`config.mk`:
```
export PLATFORM = sky130hd
export DESIGN_NAME = branch_predictor_flat
export DESIGN_NICKNAME = d
export VERILOG_FILES = /design/src/rtl/branch_predictor_if.sv /design/src/rtl/branch_predictor.sv /design/src/flat_wrapper.sv
export SDC_FILE = /design/constraint.sdc
export NUM_CORES = 2
export LEC_CHECK = 0
export ABC_AREA = 1
export BUFFER_PORTS_ARGS = -buffer_cell sky130_fd_sc_hd__buf_2
export CAP_MARGIN = 20
export CORE_UTILIZATION = 40
export CTS_CLUSTER_DIAMETER = 120
export DETAILED_ROUTE_END_ITERATION = 6
export PLACE_DENSITY_LB_ADDON = 0.15
export SYNTH_ARGS = -nofsm -noshare
export SYNTH_HDL_FRONTEND = slang
export SYNTH_SLANG_ARGS = --single-unit
```
`constraint.sdc`:
```
create_clock -name clk_i -period 6.6 [get_ports clk_i]
set_clock_uncertainty 0.1 [all_clocks]
set_input_delay 1.65 -clock clk_i [delete_from_list [all_inputs] [get_ports clk_i]]
set_output_delay 1.65 -clock clk_i [all_outputs]
set_load 0.05 [all_outputs]
```
`src/rtl/branch_predictor_if.sv`:
```
// Fetch-side lookup and execute-side resolve signals of the branch predictor.
// The master modport is the pipeline; the slave modport is the predictor itself.
interface branch_predictor_if #(
  parameter int XLEN = 32
);
  logic            clear_i;
  logic [XLEN-1:0] fetch_pc_i;
  logic            pred_taken_o;
  logic [XLEN-1:0] pred_target_o;
  logic            res_valid_i;
  logic [XLEN-1:0] res_pc_i;
  logic [1:0]      res_kind_i;
  logic            res_taken_i;
  logic [XLEN-1:0] res_target_i;
  logic            res_pred_taken_i;
  logic [XLEN-1:0] res_pred_target_i;
  logic            mispredict_o;
  logic [XLEN-1:0] redirect_pc_o;

  modport master (
    output clear_i, fetch_pc_i, res_valid_i, res_pc_i, res_kind_i, res_taken_i,
           res_target_i, res_pred_taken_i, res_pred_target_i,
    input  pred_taken_o, pred_target_o, mispredict_o, redirect_pc_o
  );

  modport slave (
    input  clear_i, fetch_pc_i, res_valid_i, res_pc_i, res_kind_i, res_taken_i,
           res_target_i, res_pred_taken_i, res_pred_target_i,
    output pred_taken_o, pred_target_o, mispredict_o, redirect_pc_o
  );
endinterface

```
`src/rtl/branch_predictor.sv`:
```
// Direct-mapped BTB with saturating direction counters plus resolve-side flush/redirect.
// Define BP_RAS_EN to add a circular return address stack for jalr returns.
module branch_predictor #(
  parameter int XLEN      = 32,
  parameter int ENTRIES   = 16,
  parameter int CNT_BITS  = 2,
  parameter int RAS_DEPTH = 4
) (
  input logic                clk_i,
  input logic                rst_ni,
  branch_predictor_if.slave  bus
);
  localparam int IDX  = $clog2(ENTRIES);
  localparam int TAGW = XLEN - IDX - 2;
  localparam logic [CNT_BITS-1:0] CNT_MAX = '1;
  localparam logic [CNT_BITS-1:0] CNT_WT  = CNT_BITS'(1 << (CNT_BITS - 1));
  localparam logic [CNT_BITS-1:0] CNT_WNT = CNT_WT - CNT_BITS'(1);
  localparam logic [1:0] KIND_COND = 2'd0;
  localparam logic [1:0] KIND_CALL = 2'd2;
  localparam logic [1:0] KIND_RET  = 2'd3;

  logic [ENTRIES-1:0]  r_valid;
  logic [TAGW-1:0]     r_tag    [ENTRIES];
  logic [XLEN-1:0]     r_target [ENTRIES];
  logic [CNT_BITS-1:0] r_cnt    [ENTRIES];
  logic [1:0]          r_kind   [ENTRIES];

  logic [IDX-1:0]  w_fIdx;
  logic [IDX-1:0]  w_rIdx;
  logic [TAGW-1:0] w_fTag;
  logic [TAGW-1:0] w_rTag;
  logic            w_fHit;
  logic            w_rHit;
  logic            w_fTaken;
  logic [XLEN-1:0] w_fPcPlus4;
  logic [XLEN-1:0] w_rPcPlus4;
  logic            w_useRas;
  logic [XLEN-1:0] w_rasTop;

  assign w_fIdx     = bus.fetch_pc_i[IDX+1:2];
  assign w_fTag     = bus.fetch_pc_i[XLEN-1:IDX+2];
  assign w_rIdx     = bus.res_pc_i[IDX+1:2];
  assign w_rTag     = bus.res_pc_i[XLEN-1:IDX+2];
  assign w_fPcPlus4 = bus.fetch_pc_i + XLEN'(4);
  assign w_rPcPlus4 = bus.res_pc_i + XLEN'(4);
  assign w_fHit     = r_valid[w_fIdx] && (r_tag[w_fIdx] == w_fTag);
  assign w_rHit     = r_valid[w_rIdx] && (r_tag[w_rIdx] == w_rTag);
  assign w_fTaken   = w_fHit && ((r_kind[w_fIdx] != KIND_COND) || r_cnt[w_fIdx][CNT_BITS-1]);

`ifdef BP_RAS_EN
  localparam int RIDX = (RAS_DEPTH > 1) ? $clog2(RAS_DEPTH) : 1;
  localparam int RCW  = $clog2(RAS_DEPTH + 1);

  logic [XLEN-1:0] r_ras [RAS_DEPTH];
  logic [RIDX-1:0] r_rasTop;
  logic [RCW-1:0]  r_rasCnt;
  logic [RIDX-1:0] w_rasNext;

  assign w_rasNext = r_rasTop + RIDX'(1);
  assign w_rasTop  = r_ras[r_rasTop];
  assign w_useRas  = (r_kind[w_fIdx] == KIND_RET) && (r_rasCnt != '0);

  // Calls push their return address; when full the oldest slot is simply overwritten.
  always_ff @(posedge clk_i or negedge rst_ni) begin
    if (!rst_ni) begin
      r_rasTop <= '0;
      r_rasCnt <= '0;
      for (int i = 0; i < RAS_DEPTH; i++) begin
        r_ras[i] <= '0;
      end
    end else if (bus.clear_i) begin
      r_rasCnt <= '0;
    end else if (bus.res_valid_i) begin
      if (bus.res_kind_i == KIND_CALL) begin
        r_rasTop         <= w_rasNext;
        r_ras[w_rasNext] <= w_rPcPlus4;
        if (r_rasCnt != RCW'(RAS_DEPTH)) begin
          r_rasCnt <= r_rasCnt + RCW'(1);
        end
      end else if ((bus.res_kind_i == KIND_RET) && (r_rasCnt != '0)) begin
        r_rasTop <= r_rasTop - RIDX'(1);
        r_rasCnt <= r_rasCnt - RCW'(1);
      end
    end
  end
`else
  localparam int unusedRasDepth = RAS_DEPTH;

  assign w_useRas = 1'b0;
  assign w_rasTop = '0;
`endif

  always_comb begin
    bus.pred_taken_o  = w_fTaken;
    bus.pred_target_o = w_fPcPlus4;
    if (w_fTaken) begin
      bus.pred_target_o = w_useRas ? w_rasTop : r_target[w_fIdx];
    end
  end

  // Flush decision is purely from the resolve slot; held quiet while in reset.
  always_comb begin
    bus.mispredict_o  = 1'b0;
    bus.redirect_pc_o = '0;
    if (rst_ni && bus.res_valid_i) begin
      bus.mispredict_o  = (bus.res_taken_i != bus.res_pred_taken_i) ||
                          (bus.res_taken_i && (bus.res_target_i != bus.res_pred_target_i));
      bus.redirect_pc_o = bus.res_taken_i ? bus.res_target_i : w_rPcPlus4;
    end
  end

  always_ff @(posedge clk_i or negedge rst_ni) begin
    if (!rst_ni) begin
      r_valid <= '0;
      for (int i = 0; i < ENTRIES; i++) begin
        r_tag[i]    <= '0;
        r_target[i] <= '0;
        r_cnt[i]    <= CNT_WNT;
        r_kind[i]   <= '0;
      end
    end else if (bus.clear_i) begin
      r_valid <= '0;
    end else if (bus.res_valid_i) begin
      if (w_rHit) begin
        if (bus.res_kind_i == KIND_COND) begin
          if (bus.res_taken_i) begin
            r_target[w_rIdx] <= bus.res_target_i;
            if (r_cnt[w_rIdx] != CNT_MAX) begin
              r_cnt[w_rIdx] <= r_cnt[w_rIdx] + CNT_BITS'(1);
            end
          end else if (r_cnt[w_rIdx] != '0) begin
            r_cnt[w_rIdx] <= r_cnt[w_rIdx] - CNT_BITS'(1);
          end
        end else begin
          r_target[w_rIdx] <= bus.res_target_i;
          r_kind[w_rIdx]   <= bus.res_kind_i;
        end
      end else if (bus.res_taken_i) begin
        r_valid[w_rIdx]  <= 1'b1;
        r_tag[w_rIdx]    <= w_rTag;
        r_target[w_rIdx] <= bus.res_target_i;
        r_cnt[w_rIdx]    <= CNT_WT;
        r_kind[w_rIdx]   <= bus.res_kind_i;
      end
    end
  end
endmodule

```
`src/flat_wrapper.sv`:
```
// flat-port wrapper written by rule: the top's interface ports become plain ports
module branch_predictor_flat 
#(
  parameter int XLEN      = 32,
  parameter int ENTRIES   = 16,
  parameter int CNT_BITS  = 2,
  parameter int RAS_DEPTH = 4
)
  (clk_i, rst_ni, bus_clear_i, bus_fetch_pc_i, bus_res_valid_i, bus_res_pc_i, bus_res_kind_i, bus_res_taken_i, bus_res_target_i, bus_res_pred_taken_i, bus_res_pred_target_i, bus_pred_taken_o, bus_pred_target_o, bus_mispredict_o, bus_redirect_pc_o);
  branch_predictor_if #(.XLEN(XLEN)) bus_i ();
  input logic clk_i;
  input logic rst_ni;
  input wire logic [$bits(bus_i.clear_i)-1:0] bus_clear_i;
  input wire logic [$bits(bus_i.fetch_pc_i)-1:0] bus_fetch_pc_i;
  input wire logic [$bits(bus_i.res_valid_i)-1:0] bus_res_valid_i;
  input wire logic [$bits(bus_i.res_pc_i)-1:0] bus_res_pc_i;
  input wire logic [$bits(bus_i.res_kind_i)-1:0] bus_res_kind_i;
  input wire logic [$bits(bus_i.res_taken_i)-1:0] bus_res_taken_i;
  input wire logic [$bits(bus_i.res_target_i)-1:0] bus_res_target_i;
  input wire logic [$bits(bus_i.res_pred_taken_i)-1:0] bus_res_pred_taken_i;
  input wire logic [$bits(bus_i.res_pred_target_i)-1:0] bus_res_pred_target_i;
  output wire logic [$bits(bus_i.pred_taken_o)-1:0] bus_pred_taken_o;
  output wire logic [$bits(bus_i.pred_target_o)-1:0] bus_pred_target_o;
  output wire logic [$bits(bus_i.mispredict_o)-1:0] bus_mispredict_o;
  output wire logic [$bits(bus_i.redirect_pc_o)-1:0] bus_redirect_pc_o;
  assign bus_i.clear_i = bus_clear_i;
  assign bus_i.fetch_pc_i = bus_fetch_pc_i;
  assign bus_i.res_valid_i = bus_res_valid_i;
  assign bus_i.res_pc_i = bus_res_pc_i;
  assign bus_i.res_kind_i = bus_res_kind_i;
  assign bus_i.res_taken_i = bus_res_taken_i;
  assign bus_i.res_target_i = bus_res_target_i;
  assign bus_i.res_pred_taken_i = bus_res_pred_taken_i;
  assign bus_i.res_pred_target_i = bus_res_pred_target_i;
  assign bus_pred_taken_o = bus_i.pred_taken_o;
  assign bus_pred_target_o = bus_i.pred_target_o;
  assign bus_mispredict_o = bus_i.mispredict_o;
  assign bus_redirect_pc_o = bus_i.redirect_pc_o;
  branch_predictor #(.XLEN(XLEN), .ENTRIES(ENTRIES), .CNT_BITS(CNT_BITS), .RAS_DEPTH(RAS_DEPTH)) u_core (.clk_i(clk_i), .rst_ni(rst_ni), .bus(bus_i));
endmodule
```
==> results.yml <==
run_status:
  status: "completed"
cts:
  cts.path.max_buffers: 3
  cts_buffers: 121
  cts_tree: "built"
  path_clk_slew_ns: 0.06
  htreeDepth: 3
  clock_latency_ns: 0.77
  cts.sinks: 1008
  clock-root-buffer: "clkbuf_16"
timing:
  slew_headroom_pct: 20.58
  period_needed_ns: 6.599
  setup_viol: 0
  fin_ws_ns: 0.0005569
  period_share_pct: 99.99
  hold_violations: 0
  finalMaxSlewViolations: 0
  worst_pin_slew_ns: 1.191
  fmax_mhz: 151.5
power_and_ir_drop:
  p_leak_nw: 34.62
  power.density_nw_per_um2: 258.9
  vdd_drop_max_mv: 0.2546
synth:
  yosys.area.top_type_share_pct: 38.76
  synth_area_sq_um: 64050
  syn_area_per_cell_sq_um: 6.551
  yosysMostFrequentCell: "nand2_1"
  synth_edf_count: 0
  ys_ff_latch: 1008
  syn_inst: 9777
  synthTopCellsByCount: "nand2_1 (3241), o21ai_0 (2001), dfrtp_1 (992)"
  synth.area.top_cells: "dfrtp_1 (39%), nand2_1 (19%), o21ai_0 (16%)"
  async_reset_ff_share_pct: 100.0
  synth_ff_type: "dfrtp_1"
  ys_types: 50
  yosysSeqAreaShare_pct: 39.41
  syn-num-nets: 9920
  yosysWarningCount: 0
  yosys.area.top_type: "dfrtp_1"
placement:
  post-dp-hpwl_microns: 181600
  preCtsSetupSlack_ns: -0.1149
  place.gp.congestion: 0.9943
  port_buffers: 201
detailed_routing:
  drc: 0
  drt_pass1_iterations: 7
  wire_per_inst_microns: 23.65
  wirelength_microns: 281900
  viasPerCell: 5.709
  ant_nets: 0
  num_vias: 68060
  drt_iter0_drc: 8846
critical_path:
  cp.required_ns: 4.85
  crit_type: "primary input to output pin"
  worstPathMaxFanout: 21
  end_kind: "output pin"
  startpoint_type: "primary input"
  critical_path_arrival_ns: 4.85
die:
  num_rows: 146
  start_util_pct: 40.35
  chipHeight_microns: 402.2
  io_pins: 202
  die_w_microns: 402.2
  dieArea_sq_um: 161700
  core-area_sq_um: 158700
global_routing:
  met3_usage_pct: 9.522
  use_met1_pct: 47.79
  grt_pass1_vias: 61550
  grt.busiest_layer: "met2"
  grt_pass1_wl_microns: 413200
  grt_overflow: 0
  gr-usage-all-layers_pct: 33.95
  grt_max_degree: 194
  gr-usage-met2_pct: 49.41
  antenna_found_initial: 24
cells_and_area:
  drive_above_1_share_pct: 9.113
  nFillCells: 16080
  area_growth_pct: 15.14
  final_util_pct: 46.46
  final_nets: 9885
min_path:
  hold_path_class: "flip-flop to flip-flop"
run:
  max-cap-violations: 0
-- cells by family after synthesis --
family          Yosys count  share of synthesized area [%]
fa+ha+maj                 7                         0.1367
buf+inv                1739                          10.88
flops                  1008                          39.41
xor+xnor                 80                          1.094
simple gates           4185                          26.39
compound gates         2758                          22.09
-- power by group --
group / internal (mW) / switching [mW] / total [mW]
clock: 3.92 / 2.92 / 6.85
combinational: 1.46 / 3.00 / 4.46
sequential: 7.19 / 0.598 / 7.78
total: 12.6 / 6.52 / 19.1
-- final timing paths --
kind	cells after the start	end	start	slack (ns)
max	15	bus_pred_target_o[29]	bus_fetch_pc_i[2]	0.0006
min	2	u_core.r_cnt[26]	u_core.r_cnt[26]	0.36
max reg2reg	18	u_core.r_tag[189]	u_core.r_tag[60]	2.70
min reg2reg	2	u_core.r_cnt[26]	u_core.r_cnt[26]	0.36
max in group asynchronous	4	u_core.r_target[357]	rst_ni	2.52
min in group asynchronous	1	u_core.r_tag[49]	rst_ni	0.70
-- cell type report --
class | instances | area [sq um] | area share [%]
Multi-Input combinational cell | 7030 | 32110 | 43.54
Inverter | 978 | 3712 | 5.034
Clock inverter | 43 | 451.7 | 0.6124
Sequential cell | 1008 | 25240 | 34.23
Timing Repair Buffer | 603 | 6125 | 8.304
Clock buffer | 181 | 3505 | 4.752
Antenna cell | 5 | 12.51 | 0.01697
Tap cell | 2072 | 2592 | 3.515
-- cell usage in the layout, fill, tap and decap left out, drive strengths merged, types with 5 or more instances in the layout --
cell type | netlist | routed
a311o | 6 | 6
bufinv | 0 | 7
buf | 255 | 598
o21ai | 2126 | 2126
inv | 954 | 959
dfrtp | 992 | 992
dfstp | 16 | 16
nand3 | 557 | 557
nor2 | 224 | 224
diode | 0 | 5
ha | 7 | 7
a21boi | 29 | 29
clkinv | 24 | 54
o211ai | 23 | 23
nor3 | 29 | 29
nor4 | 15 | 15
nand4 | 97 | 97
xor2 | 72 | 72
a221oi | 5 | 5
xnor2 | 8 | 8
nand2 | 3242 | 3242
o22ai | 13 | 13
a21oi | 517 | 517
a311oi | 21 | 21
nand3b | 9 | 9
and2 | 7 | 7
clkbuf | 506 | 186
-- critical path, stage by stage --
cell	delay, ns
buf_12	0.19
inv_12	0.12
clkbuf_16	0.23
nor3_2	0.22
nand4_1	0.14
nor2_1	0.17
nand4_1	0.15
nor2_1	0.20
nand3_1	0.31
nor3_1	0.40
xor2_2	0.47
nor2_1	0.10
nor2_1	0.18
buf_4	0.16
buf_12	0.13
-- timing repair --
item / CTS / global route
buffers inserted: 0 / 0
gates resized for setup: 2 / 26
hold buffers: 0 / 0
setup endpoints to repair: 3 / 27
gates cloned: 0 / 4
-- through the flow --
step	power, mW	instance area [sq um]	TNS [ns]	hold WS (ns)	std cells
finish	19.09	73750	0	0.3636	11920
global route	20.03	73750	-0.02557	0.3781	11920
floorplan	10.55	64050	0	0.3363	9777
CTS	19.04	73480	0	0.3642	11910
detailed placement	12.20	69520	-0.2076	0.3548	11690
global placement	12.06	69520	-0.3299	0.3516	11690
-- registers in the layout, indices dropped and copies added, names as in the netlist --
name	flops
u_core.r_target	512
u_core.r_tag	416
u_core.r_cnt	32
u_core.r_kind	32
u_core.r_valid	16
-- metal layers --
layer / vias to the layer above / part of all wire (%)
li1: 31530 / -
met1: 32470 / 42
met2: 3554 / 42
met3: 493 / 12
met4: 10 / 3.5
met5: - / 0.028
No activity file was read; power rests on OpenSTA's default activity.
